## config.mk

```make
export PLATFORM = sky130hd
export DESIGN_NAME = cnn_layer_sequencer
export DESIGN_NICKNAME = d
export VERILOG_FILES = /design/src/rtl/cnn_layer_sequencer.sv
export SDC_FILE = /design/constraint.sdc
export NUM_CORES = 1
export LEC_CHECK = 0
export CORE_ASPECT_RATIO = 1.1
export CORE_MARGIN = 2
export CORE_UTILIZATION = 54
export CTS_CLUSTER_SIZE = 28
export DETAILED_ROUTE_END_ITERATION = 12
export PLACE_DENSITY_LB_ADDON = 0.25
export SYNTH_ARGS = -nofsm -noshare
export SYNTH_HDL_FRONTEND = slang
export SYNTH_SLANG_ARGS = --single-unit
```

## constraint.sdc

```tcl
create_clock -name clk -period 3.93 [get_ports clk]
set_input_delay 0.393 -clock clk [delete_from_list [all_inputs] [get_ports clk]]
set_output_delay 0.393 -clock clk [all_outputs]
set_load 0.005 [all_outputs]
```

## src/rtl/cnn_layer_sequencer.sv

```systemverilog
// Layer sequencer for the CNN datapath: launches each non-bypassed stage in index order
// through a start/done handshake, loops over a batch of images, and guards each stage with a watchdog.
module cnn_layer_sequencer #(
    parameter int unsigned NUM_STAGES = 8,
    parameter int unsigned BATCH_W    = 8,
    parameter int unsigned TIMEOUT_W  = 16,
    parameter int unsigned IDX_W      = (NUM_STAGES > 1) ? $clog2(NUM_STAGES) : 1
) (
    input  logic                  clk,
    input  logic                  rst,
    input  logic                  start,
    input  logic                  abort,
    input  logic [BATCH_W-1:0]    batch_count,
    input  logic [NUM_STAGES-1:0] stage_bypass,
    input  logic [TIMEOUT_W-1:0]  timeout_limit,
    input  logic [NUM_STAGES-1:0] stage_done,
    output logic [NUM_STAGES-1:0] stage_start,
    output logic [NUM_STAGES-1:0] stage_active,
    output logic [IDX_W-1:0]      stage_idx,
    output logic                  image_done,
    output logic                  busy,
    output logic                  done,
    output logic                  error,
    output logic [IDX_W-1:0]      err_stage
);

    typedef enum logic [2:0] {
        StIdle,
        StLaunch,
        StWait,
        StNext,
        StDone,
        StError
    } state_e;

    state_e                state_q, state_d;
    logic [IDX_W-1:0]      idx_q, idx_d;
    logic [IDX_W-1:0]      err_q, err_d;
    logic [BATCH_W-1:0]    images_q, images_d;
    logic [NUM_STAGES-1:0] bypass_q, bypass_d;
    logic [TIMEOUT_W-1:0]  limit_q, limit_d;
    logic [TIMEOUT_W-1:0]  wd_q, wd_d;

    // Returns {found, index} of the lowest non-bypassed stage at or above lo.
    function automatic logic [IDX_W:0] find_from(input logic [NUM_STAGES-1:0] byp, input int lo);
        logic [IDX_W:0] res;
        res = '0;
        for (int i = NUM_STAGES - 1; i >= 0; i--) begin
            if (!byp[i] && i >= lo) begin
                res = {1'b1, IDX_W'(i)};
            end
        end
        return res;
    endfunction

    logic [IDX_W:0] start_hit;
    logic [IDX_W:0] next_hit;
    logic [IDX_W:0] first_hit;

    always_comb begin
        start_hit = find_from(stage_bypass, 0);
        next_hit  = find_from(bypass_q, int'(idx_q) + 1);
        first_hit = find_from(bypass_q, 0);
    end

    always_ff @(posedge clk or posedge rst) begin
        if (rst) begin
            state_q  <= StIdle;
            idx_q    <= '0;
            err_q    <= '0;
            images_q <= '0;
            bypass_q <= '0;
            limit_q  <= '0;
            wd_q     <= '0;
        end else begin
            state_q  <= state_d;
            idx_q    <= idx_d;
            err_q    <= err_d;
            images_q <= images_d;
            bypass_q <= bypass_d;
            limit_q  <= limit_d;
            wd_q     <= wd_d;
        end
    end

    always_comb begin
        state_d  = state_q;
        idx_d    = idx_q;
        err_d    = err_q;
        images_d = images_q;
        bypass_d = bypass_q;
        limit_d  = limit_q;
        wd_d     = wd_q;

        if (abort) begin
            state_d = StIdle;
            idx_d   = '0;
            err_d   = '0;
        end else begin
            unique case (state_q)
                StIdle, StDone: begin
                    if (start) begin
                        bypass_d = stage_bypass;
                        limit_d  = timeout_limit;
                        images_d = (batch_count == '0) ? BATCH_W'(1) : batch_count;
                        if (start_hit[IDX_W]) begin
                            idx_d   = start_hit[IDX_W-1:0];
                            state_d = StLaunch;
                        end else begin
                            idx_d   = '0;
                            state_d = StDone;
                        end
                    end
                end
                StLaunch: begin
                    wd_d    = '0;
                    state_d = StWait;
                end
                StWait: begin
                    // Done on the expiry edge takes precedence over the timeout.
                    if (stage_done[idx_q]) begin
                        state_d = StNext;
                    end else if (limit_q != '0 && wd_q >= limit_q - TIMEOUT_W'(1)) begin
                        state_d = StError;
                        err_d   = idx_q;
                    end else if (wd_q != '1) begin
                        wd_d = wd_q + TIMEOUT_W'(1);
                    end
                end
                StNext: begin
                    if (next_hit[IDX_W]) begin
                        idx_d   = next_hit[IDX_W-1:0];
                        state_d = StLaunch;
                    end else begin
                        images_d = images_q - BATCH_W'(1);
                        if (images_q == BATCH_W'(1)) begin
                            state_d = StDone;
                        end else begin
                            idx_d   = first_hit[IDX_W-1:0];
                            state_d = StLaunch;
                        end
                    end
                end
                StError: begin
                    state_d = StError;
                end
                default: begin
                    state_d = StIdle;
                end
            endcase
        end
    end

    logic [NUM_STAGES-1:0] idx_onehot;

    always_comb begin
        idx_onehot   = NUM_STAGES'(1) << idx_q;
        stage_start  = (state_q == StLaunch) ? idx_onehot : '0;
        stage_active = (state_q == StLaunch || state_q == StWait) ? idx_onehot : '0;
        stage_idx    = idx_q;
        image_done   = (state_q == StNext) && !next_hit[IDX_W];
        busy         = (state_q == StLaunch) || (state_q == StWait) || (state_q == StNext);
        done         = (state_q == StDone);
        error        = (state_q == StError);
        err_stage    = (state_q == StError) ? err_q : '0;
    end

endmodule
```

==> impl_metrics.tcl <==
set metrics [dict create \
    slowest_stage "a21oi_4" \
    syn_nets 539 \
    netlist_area_mm2 0.004156 \
    place_area_mm2 0.004957 \
    relSlewSlack 0.4671 \
    critPathBufInv 1 \
    worst_setup_path_end_kind "flip-flop" \
    h-tree-depth 3 \
    dr.pass1.iters 4 \
    clock.fmax_ghz 0.2751 \
    worstSetupStartpointType "flip-flop" \
    dr_wl_met3_um 412 \
    synth_seq_cells 57 \
    dp_cells 630 \
    antenna_found_initial 0 \
    drive_gt1_frac 0.06654 \
    cap_violations 0 \
    fin_skew_ns 0.01073 \
    synth-async-reset-ratio 1.000 \
    path_cells "nor4_1, nand2b_1, nor4_1, xnor2_1, ha_1, nand2_1, o21ai_0, o22ai_1, a21oi_4, buf_4, a21oi_1, a22o_1" \
    fp.dieW_um 87.65 \
    fin_util 0.6935 \
    layout_commonest_cell "clkdlybuf4s50_1" \
    grt_max_degree 37 \
    ys.flop_type "dfrtp_1" \
    hpwl_um 7832 \
    cts_sinks 57 \
    cts_tree "built" \
    portBuffers 69 \
    crit_type "reg2reg" \
    start_util 0.5562 \
    setup_viol 0 \
    synth_cell_types 61 \
    top_layer "met4" \
    cts_root_buf "clkbuf_8" \
    crit_path_frequent_cell "nor4_1" \
    final_cell_mix "clkdlybuf4s50_1, dfrtp_1, a21oi_1, nor2_1" \
    finalMaxSlewViolations 0 \
    met1_length_um 4380 \
    hold_path_class "in2async" \
    gp_congestion 0.9268 \
    num_vias 3909 \
    clock_latency_ns 0.34 \
    crit_family "compound AO/OA/AOI/OAI gates" \
    fin_area_mm2 0.005182 \
    layout_min_cycle_time_ns 3.635 \
    finalHoldViolCount 0 \
    syn_inst 468 \
    postCtsSetupBuffers 0 \
    die_area_mm2 0.008416 \
    outcome "finished, final reports clean" \
    routed_wl_um 10590 \
    dr_wl_met2_um 5473 \
    crit_arrival_ns 3.87 \
    layout-area-overhead-vs-synth_pct 24.68 \
    layout.cells.non_filler 646 \
    avgRoutedWirePerCell_um 16.39 \
    leakage_nw 2.117 \
    antennaDiodeCount 0 \
    synth_edf_count 0 \
    ant_nets 0 \
    worstMarginPinSlew_ns 0.7982 \
    vias_per_cell 6.051 \
    cts-buffers-inserted 9 \
    rows 33 \
    clockBufferDepth 2 \
    grt_pass1_vias 3837 \
    top_level_ports 70 \
    grt_pass1_wl_um 17770 \
    crit_required_ns 4.17 \
    fin_nets 607 \
    period_share 0.9249 \
    holdBufCountCts 0 \
    drcViolationCount 0 \
    grt-ovfl-total 0 \
    post_cts_resized 0 \
    dr.first_iter.drc_count 164 \
    cpPeakStageDelay_ns 0.53 \
    yosysWarnings 0 \
    clk_transition_reported_paths_ns 0.07 \
    peakVddDrop_uv 358.9 \
    gr-usage-all-layers 0.2683 \
    cp_max_fo 29 \
    seq_area_frac_synth 0.3432 \
    syn_avg_cell_area_um2 8.881 \
    dieHeight_um 96.02 \
    core_area_mm2 0.007473 \
    powerDensity_mw_per_mm2 552.0 \
]
==> cells in the mapped netlist (3+ instances only) <==
master | instances | area share
nor4_1 | 11 | 0.017
a21oi_1 | 33 | 0.040
or4_1 | 11 | 0.020
nor3_1 | 12 | 0.014
nand3b_1 | 3 | 0.0054
inv_1 | 18 | 0.016
a211oi_1 | 3 | 0.0054
o21a_1 | 4 | 0.0072
clkbuf_1 | 15 | 0.014
and3_1 | 19 | 0.029
nand4_1 | 5 | 0.0075
o21ai_1 | 19 | 0.023
or3_1 | 5 | 0.0075
nand4b_1 | 5 | 0.011
nand2b_1 | 11 | 0.017
a31oi_1 | 4 | 0.0060
o21ai_0 | 9 | 0.011
o31a_1 | 3 | 0.0063
nand2_1 | 27 | 0.024
and2_1 | 10 | 0.015
nor3b_1 | 3 | 0.0054
buf_1 | 3 | 0.0027
nor2b_1 | 5 | 0.0075
o31ai_1 | 15 | 0.027
dfrtp_1 | 57 | 0.34
mux2_1 | 19 | 0.051
mux2i_1 | 4 | 0.0096
xor2_1 | 4 | 0.0084
xnor2_1 | 10 | 0.021
ha_1 | 27 | 0.081
nor2_1 | 31 | 0.028
nand3_1 | 21 | 0.025
==> per-layer routing <==
metal / track usage / vias up
li1: - / 1883
met2: 0.4716 / 107
met5: 0 / -
met4: 0.1154 / 0
met1: 0.3210 / 1886
met3: 0.04631 / 33
==> sequential cells by signal (all words and copies together) (netlist names) <==
| name | cells |
|---|---|
| images_q | 8 |
| bypass_q | 8 |
| stage_idx | 3 |
| wd_q | 16 |
| state_q | 3 |
| err_q | 3 |
| limit_q | 16 |
==> logic make-up (layout without fill, tap and decap cells) <==
family	Yosys count	after routing	share of synthesized area
simple gates	188	188	0.2511
compound gates	116	116	0.1776
flops	57	57	0.3432
buf+inv	40	113	0.04003
fa+ha+maj	27	27	0.08128
mux	26	26	0.07736
xor+xnor	14	14	0.02950
==> worst register-to-register path, cell delays in order (launching register included) <==
cell and delay [ns]:
dfrtp_1 0.44, nor4_1 0.52, nand2b_1 0.17, nor4_1 0.31, xnor2_1 0.12, ha_1 0.31
nand2_1 0.07, o21ai_0 0.25, o22ai_1 0.16, a21oi_4 0.53, buf_4 0.27, a21oi_1 0.11
a22o_1 0.27
==> where the power goes <==
part	total (W)	internal, W	switching (W)
sequential	0.00107	0.000780	0.000288
combinational	0.00118	0.000559	0.000618
clock	0.000616	0.000356	0.000260
total	0.00286	0.00169	0.00117
==> worst paths after layout <==
path	end	cells past startpoint	slack, ns	from
setup / recovery	wd_q[5]	12	0.30	limit_q[8]
hold / removal	limit_q[15]	2	0.52	rst
hold reg to reg	err_q[2]	2	0.53	err_q[2]
max in group asynchronous	err_q[0]	3	2.60	rst
min in group clk	err_q[2]	2	0.53	err_q[2]
setup reg to reg	wd_q[5]	12	0.30	limit_q[8]
==> through the flow <==
| step | setup slack (ns) | TNS (ns) | total power, W | hold WS [ns] |
|---|---|---|---|---|
| 2_1_floorplan | 0.5868 | 0 | 0.001848 | 0.4933 |
| 3_3_place_gp | 0.3341 | 0 | 0.002177 | 0.5204 |
| 3_5_place_dp | 0.1654 | 0 | 0.002236 | 0.5207 |
| 4_1_cts | 0.1155 | 0 | 0.002856 | 0.5348 |
| 5_1_grt | -0.01854 | -0.04372 | 0.003076 | 0.5749 |
| 6_report | 0.2953 | 0 | 0.002861 | 0.5218 |
==> area by class of cell <==
type	instances	area (µm²)
Timing Repair Buffer	78	758.2
Tap cell	105	131.4
Clock buffer	9	123.9
Sequential cell	57	1426
Fill cell	586	2291
Clock inverter	7	93.84
Inverter	19	71.32
Multi-Input combinational cell	371	2577
(Power assumes the default switching activity.)
